File: config.mk
export PLATFORM = sky130hd
export DESIGN_NAME = mul_sequencer
export DESIGN_NICKNAME = d
export VERILOG_FILES = /design/src/rtl/mul_sequencer.sv
export SDC_FILE = /design/constraint.sdc
export NUM_CORES = 1
export LEC_CHECK = 0
export CAP_MARGIN = 10
export CORE_UTILIZATION = 57
export DETAILED_ROUTE_END_ITERATION = 8
export PLACE_DENSITY = 0.91
export SYNTH_ARGS = -nofsm -noshare
export SYNTH_HDL_FRONTEND = slang
export SYNTH_SLANG_ARGS = --single-unit
File: constraint.sdc
create_clock -name Clk -period 6.7 [get_ports Clk]
set_input_delay 0.67 -clock Clk [delete_from_list [all_inputs] [get_ports Clk]]
set_output_delay 0.67 -clock Clk [all_outputs]
set_load 0.01 [all_outputs]
File: src/rtl/mul_sequencer.sv
// Multi-cycle radix-2 shift-add multiplier owning the HI/LO pair (mult/multu/madd/msub/mthi/mtlo).
// Build option: define MULSEQ_MADD_EN to include the madd/msub accumulate path.
module mul_sequencer #(
    parameter int unsigned WIDTH = 32
) (
    input  logic             Clk,
    input  logic             Rst,
    input  logic             Start,
    input  logic [2:0]       Op,
    input  logic [WIDTH-1:0] A,
    input  logic [WIDTH-1:0] B,
    input  logic             Flush,
    input  logic             HiLoRead,
    output logic             Busy,
    output logic             Done,
    output logic             Stall,
    output logic [WIDTH-1:0] Hi,
    output logic [WIDTH-1:0] Lo
);

    localparam int unsigned CNT_W = $clog2(WIDTH);
    localparam int unsigned PW    = 2 * WIDTH;

    localparam logic [1:0] S_IDLE = 2'b00;
    localparam logic [1:0] S_MUL  = 2'b01;
    localparam logic [1:0] S_FIX  = 2'b10;

    logic [1:0]       state_q, state_d;
    logic [CNT_W-1:0] count_q, count_d;
    logic [PW-1:0]    acc_q, acc_d;
    logic [WIDTH-1:0] mcand_q, mcand_d;
    logic             neg_q, neg_d;
    logic [WIDTH-1:0] hi_q, hi_d;
    logic [WIDTH-1:0] lo_q, lo_d;
    logic             busy_q, busy_d;
    logic             done_q, done_d;
`ifdef MULSEQ_MADD_EN
    logic [1:0]       op_q, op_d;
`endif

    logic             mul_op;
    logic             signed_op;
    logic [WIDTH-1:0] a_mag;
    logic [WIDTH-1:0] b_mag;
    logic [WIDTH:0]   sum;
    logic [PW-1:0]    prod;
    logic [PW-1:0]    res;

    // Operand magnitudes, partial-sum adder and final sign/accumulate result
    always_comb begin
        signed_op = (Op != 3'b001);
`ifdef MULSEQ_MADD_EN
        mul_op    = (Op[2] == 1'b0);
`else
        mul_op    = (Op[2:1] == 2'b00);
`endif
        a_mag = (signed_op && A[WIDTH-1]) ? (~A + WIDTH'(1)) : A;
        b_mag = (signed_op && B[WIDTH-1]) ? (~B + WIDTH'(1)) : B;
        sum   = {1'b0, acc_q[PW-1:WIDTH]} + (acc_q[0] ? {1'b0, mcand_q} : {(WIDTH+1){1'b0}});
        prod  = neg_q ? (~acc_q + PW'(1)) : acc_q;
        res   = prod;
`ifdef MULSEQ_MADD_EN
        case (op_q)
            2'b10:   res = {hi_q, lo_q} + prod;
            2'b11:   res = {hi_q, lo_q} - prod;
            default: res = prod;
        endcase
`endif
    end

    // Next-state and register updates
    always_comb begin
        state_d = state_q;
        count_d = count_q;
        acc_d   = acc_q;
        mcand_d = mcand_q;
        neg_d   = neg_q;
        hi_d    = hi_q;
        lo_d    = lo_q;
`ifdef MULSEQ_MADD_EN
        op_d    = op_q;
`endif
        case (state_q)
            S_IDLE: begin
                if (Start && !Flush) begin
                    if (mul_op) begin
                        mcand_d = a_mag;
                        acc_d   = {{WIDTH{1'b0}}, b_mag};
                        neg_d   = signed_op && (A[WIDTH-1] ^ B[WIDTH-1]);
                        count_d = '0;
                        state_d = S_MUL;
`ifdef MULSEQ_MADD_EN
                        op_d    = Op[1:0];
`endif
                    end else if (Op == 3'b100) begin
                        hi_d = A;
                    end else if (Op == 3'b101) begin
                        lo_d = A;
                    end
                end
            end
            S_MUL: begin
                // Multiplier sits in the low half and is consumed as the sum shifts in
                acc_d   = {sum, acc_q[WIDTH-1:1]};
                count_d = count_q + CNT_W'(1);
                if (count_q == CNT_W'(WIDTH - 1)) begin
                    state_d = S_FIX;
                end
                if (Flush) begin
                    state_d = S_IDLE;
                end
            end
            S_FIX: begin
                state_d = S_IDLE;
                if (!Flush) begin
                    hi_d = res[PW-1:WIDTH];
                    lo_d = res[WIDTH-1:0];
                end
            end
            default: state_d = S_IDLE;
        endcase
        busy_d = (state_d != S_IDLE);
        done_d = (state_d == S_FIX);
    end

    always_ff @(posedge Clk or posedge Rst) begin
        if (Rst) begin
            state_q <= S_IDLE;
            count_q <= '0;
            acc_q   <= '0;
            mcand_q <= '0;
            neg_q   <= 1'b0;
            hi_q    <= '0;
            lo_q    <= '0;
            busy_q  <= 1'b0;
            done_q  <= 1'b0;
`ifdef MULSEQ_MADD_EN
            op_q    <= 2'b00;
`endif
        end else begin
            state_q <= state_d;
            count_q <= count_d;
            acc_q   <= acc_d;
            mcand_q <= mcand_d;
            neg_q   <= neg_d;
            hi_q    <= hi_d;
            lo_q    <= lo_d;
            busy_q  <= busy_d;
            done_q  <= done_d;
`ifdef MULSEQ_MADD_EN
            op_q    <= op_d;
`endif
        end
    end

    assign Busy  = busy_q;
    assign Done  = done_q;
    assign Hi    = hi_q;
    assign Lo    = lo_q;
    assign Stall = busy_q & (Start | HiLoRead);

endmodule

==> results <==
- The run finished with clean final reports.
- In the post-route analysis, the smallest setup slack over all paths is 2.683 ns.
- The number of antenna violations at the first check in global routing came to 0.
- The number of buffers on the longest clock path is 2.
- Setup violations remaining at the end of the flow were counted as 0.
- Across the VDD grid, the largest voltage drop is 0.1957 mV.
- The pre-CTS worst setup slack is 2.789 ns.
- During placement, the flow inserted port buffers numbering 138.
- In this run the vertical extent of the chip is 146.1 µm.
- Headroom to the max-slew limit came out at 20.30%.
- The area fraction of the dominant cell type after synthesis is 35.97%.
- Clock-pin slew was measured on the worst setup and hold paths at 0.07 ns.
- Before antenna repair, the detailed router went through 8 iterations.
- The max-capacitance violation count is 0.
- The depth of the most critical reg-to-reg path is 11.
- For this block, the routed nets add up to 39.00 mm of wire.
- The total power is 4.881 mW.
- The length of routed met3 wiring is 4.202 mm.
- The buffers inserted during post-CTS setup optimization is 0.
- For the pin with the worst max-slew slack, the measured transition is 1.192 ns.
- In this run the worst hold path is classified as reg2reg.
- Of the total power, the share spent switching nets is 43.29%.
- For the worst setup path, the data required time is 7.01 ns.
- Measured along the x axis, the die boundary spans 146.1 µm.
- In this run the remaining antenna-violating nets after routing total 0.
- The core region area is 0.02030 mm².
- Data on the critical path arrives at its endpoint at 4.33 ns.
- The die covers 0.02133 mm².
- The maximum number of pins on one net before global-route repair is 98.
- The placer congestion estimate is 0.9892.
- After synthesis, the mean cell area works out to 8.079 µm².
- The switching power is 2.113 mW.
- The clock network accounts for 21.1% of the total power.
- Clock skew on the completed layout was measured at 0.01014 ns.
- The static power due to leakage is 5.675 nW.
- On the final layout, the worst hold slack is 0.4768 ns.
- The number of gates resized after CTS was 0.
- The clock tree from TritonCTS is done.
- Relative to the synthesized area, the layout overhead comes to 18.14%.
- The all-layer global routing usage is 36.91%.
- In this run the cell area of the synthesized design comes to 0.01183 mm².
- In this run, synthesis inferred 0 flip-flops with an integrated enable.
- The number of library cell types mapped by synthesis is 66.
- In the routed design, unresolved DRC markers number 0.
- After legalization and detailed placement, the total HPWL measured 28.65 mm.
- The relative contribution of combinational cells to total power is 41.9%.
- The I/O pin count is 139.
- The H-tree depth reported by CTS is 4.
- The maximum fanout count along the critical path is 37.
- The worst setup path is launched from a flip-flop.
- At the later pin of the worst-skew pair, clock insertion delay measures 0.44 ns.
- The fraction of final layout cells sized beyond drive strength 1 is 4.679%.
- The dominant register cell in the synthesized netlist is dfrtp_1.
- The number of nets in the final layout is 1658.
- Cells fill 68.84% of the core in the end.
- When the netlist entered floorplanning its net count stood at 1574.
- The number of global-route vias before repair is 11130.
- The routed metal-1 wire length is 16.03 mm.
- During synthesis, Yosys emitted a total of 0 warnings.
- Summing over every cut layer, the via total after detailed routing is 12010.
- After detailed routing, no signal wire sits above met4.
- The share of synthesized registers carrying an async set or reset is 100.0%.
- The CTS root buffer is clkbuf_16.
- Sequential cells account for 37.1% of the total power.
- The routed wire length on met2 is 16.85 mm.
- After detailed routing, the average wire length per cell comes to 21.30 µm.
- Sequential elements use 35.97% of the synthesized area.
- In the routed layout, each cell is associated on average with a via count of 6.561.
- The number of pins exceeding their max-slew limit in the final report was 0.
- Dividing total power by cell area gives a power density of 349.3 mW/mm².
- The routed design could run at a clock period as short as 4.017 ns.
- Ranked by total cell area, the synthesized netlist is headed by dfrtp_1, o21ai_0, nand2_1.
- The first global-routing pass estimated 61.67 mm of wire.
- For this run the aggregate overflow at the end of global routing stands at 0.
- The cell area after layout is 0.01397 mm².
- Excluding fillers, the count of instances in the completed layout stands at 1831.
- The category of the most critical setup path is reg2reg.
- Static timing analysis puts the maximum clock frequency at 248.9 MHz.
- The count of hold buffers inserted by post-cts repair is 0.
- The violation count after the first detailed-routing iteration is 1561.
- The type of destination of the critical path is a flip-flop.
- The initial utilization of the core area, before any placement, comes to 58.27%.
- The hold violation total from the final report is 0.
- The final worst-path cycle share is 59.96%.
- Setup repair after global routing left no endpoint under its margin.
- The register bit total from synthesis is 170.
- Adding up every negative setup slack in the final design gives 0 ns.
- The top cell type by total area after synthesis is dfrtp_1.
- Cell internal power was estimated by the tool at 2.768 mW.
- Counting the buffers created by CTS gives 17.
- After detailed placement, the design holds a cell count of 1798.
- The instance area after placement is 0.01337 mm².
- Counting every instance in the synthesized netlist gives 1464.
- The number of clock sinks seen by CTS is 170.
- The number of rows created at floorplan is 52.
- The number of cells on the worst hold path is 2.
## layout by cell type, fill, tap and decap left out, types with 4 or more instances in the layout
cell type,n
nand4_1,15
and3_1,8
xnor2_1,64
inv_6,6
nand2_1,215
dfrtp_1,169
nor2_1,125
o21bai_1,5
nor2b_1,5
o21ai_0,166
or3_1,27
inv_1,20
nor4_1,13
or4_1,16
a31oi_1,21
a211oi_1,7
clkbuf_16,17
a221oi_1,11
xor2_1,81
and2_1,33
nor3b_1,4
o41ai_1,16
a21boi_0,7
a41oi_1,4
nand2b_1,22
mux2i_1,7
clkdlybuf4s50_1,138
o21a_1,9
buf_4,16
o221ai_1,16
ha_1,37
o31ai_1,39
nor3_1,33
a21o_1,7
a21oi_1,97
nand3_1,20
## sequential cells by signal, summed over array words and instances (netlist names)
register  cells
Hi           32
Busy          1
state_q       2
neg_q         1
count_q       5
mcand_q      32
acc_q        64
Done          1
Lo           32
## path summary, 6_finish.rpt
path	startpoint	end	slack (ns)
setup / recovery	acc_q[0]$_DFFE_PP0P_	acc_q[57]$_DFFE_PP0P_	2.68
hold / removal	mcand_q[5]$_DFFE_PP0P_	mcand_q[5]$_DFFE_PP0P_	0.48
setup reg to reg	acc_q[0]$_DFFE_PP0P_	acc_q[57]$_DFFE_PP0P_	2.68
hold reg to reg	mcand_q[5]$_DFFE_PP0P_	mcand_q[5]$_DFFE_PP0P_	0.48
max in group asynchronous	Rst	mcand_q[26]$_DFFE_PP0P_	4.45
min in group asynchronous	Rst	Lo[7]$_DFFE_PP0P_	0.78
## cell type report
type	instances	area (µm²)
clock inverter	13	155.1
tap	270	337.8
timing repair buffer	154	1501
fill	1594	6326
sequential	170	4255
inverter	21	83.83
antenna	1	2.502
multi-input combinational	1184	7198
clock buffer	18	439.2
## worst max-delay path: stages, from the launching register on
cell and delay (ns):
dfrtp_1 0.94, and2_1 0.24, ha_1 0.18, inv_1 0.06, fa_1 0.41, nor2b_1 0.17, o2111ai_1 0.19, a21boi_0 0.55
a31oi_1 0.35, o21ai_0 0.43, nor2_1 0.09, a211o_1 0.28
## metal layers
| metal | up-vias | track usage [%] |
|---|---|---|
| met2 | 850 | 55.07 |
| met1 | 5629 | 51.99 |
| met5 | - | 0 |
| li1 | 5392 | - |
| met3 | 143 | 6.594 |
| met4 | 0 | 17.81 |
## power groups by stage
stage                     Sequential [mW]  Combinational, mW  Clock [mW]
after global placement               1.78               1.94           0
after detailed placement             1.79               1.98           0
after CTS                            1.78               2.00        1.02
after global routing                 1.83               2.23        1.06
final                                1.81               2.04        1.03
after floorplan                      1.62               1.36           0
## Yosys cell counts (all sizes together), types with 3 or more instances
master / number
a211oi: 7
a21boi: 7
a21o: 7
a21oi: 97
a221oi: 11
a31oi: 21
a41oi: 4
and2: 33
and3: 8
buf: 12
clkbuf: 77
dfrtp: 170
ha: 37
inv: 21
mux2i: 7
nand2: 215
nand2b: 24
nand3: 20
nand3b: 3
nand4: 15
nor2: 125
nor2b: 7
nor3: 34
nor3b: 4
nor4: 14
o21a: 9
o21ai: 168
o21bai: 5
o221ai: 16
o22ai: 3
o31ai: 40
o41ai: 18
or2: 4
or3: 28
or4: 18
xnor2: 64
xor2: 81
## logic make-up (layout without fill, tap and decap cells)
logic type | count (synthesis) | after routing | synth area share [%]
flops | 170 | 170 | 35.97
other cells | 0 | 1 | 0
xor+xnor | 145 | 145 | 10.74
fa+ha+maj | 38 | 38 | 4.083
mux | 8 | 8 | 0.6876
buf+inv | 110 | 206 | 3.544
simple gates | 561 | 561 | 22.50
compound gates | 432 | 432 | 22.48
Power figures use the tool's default switching activity.
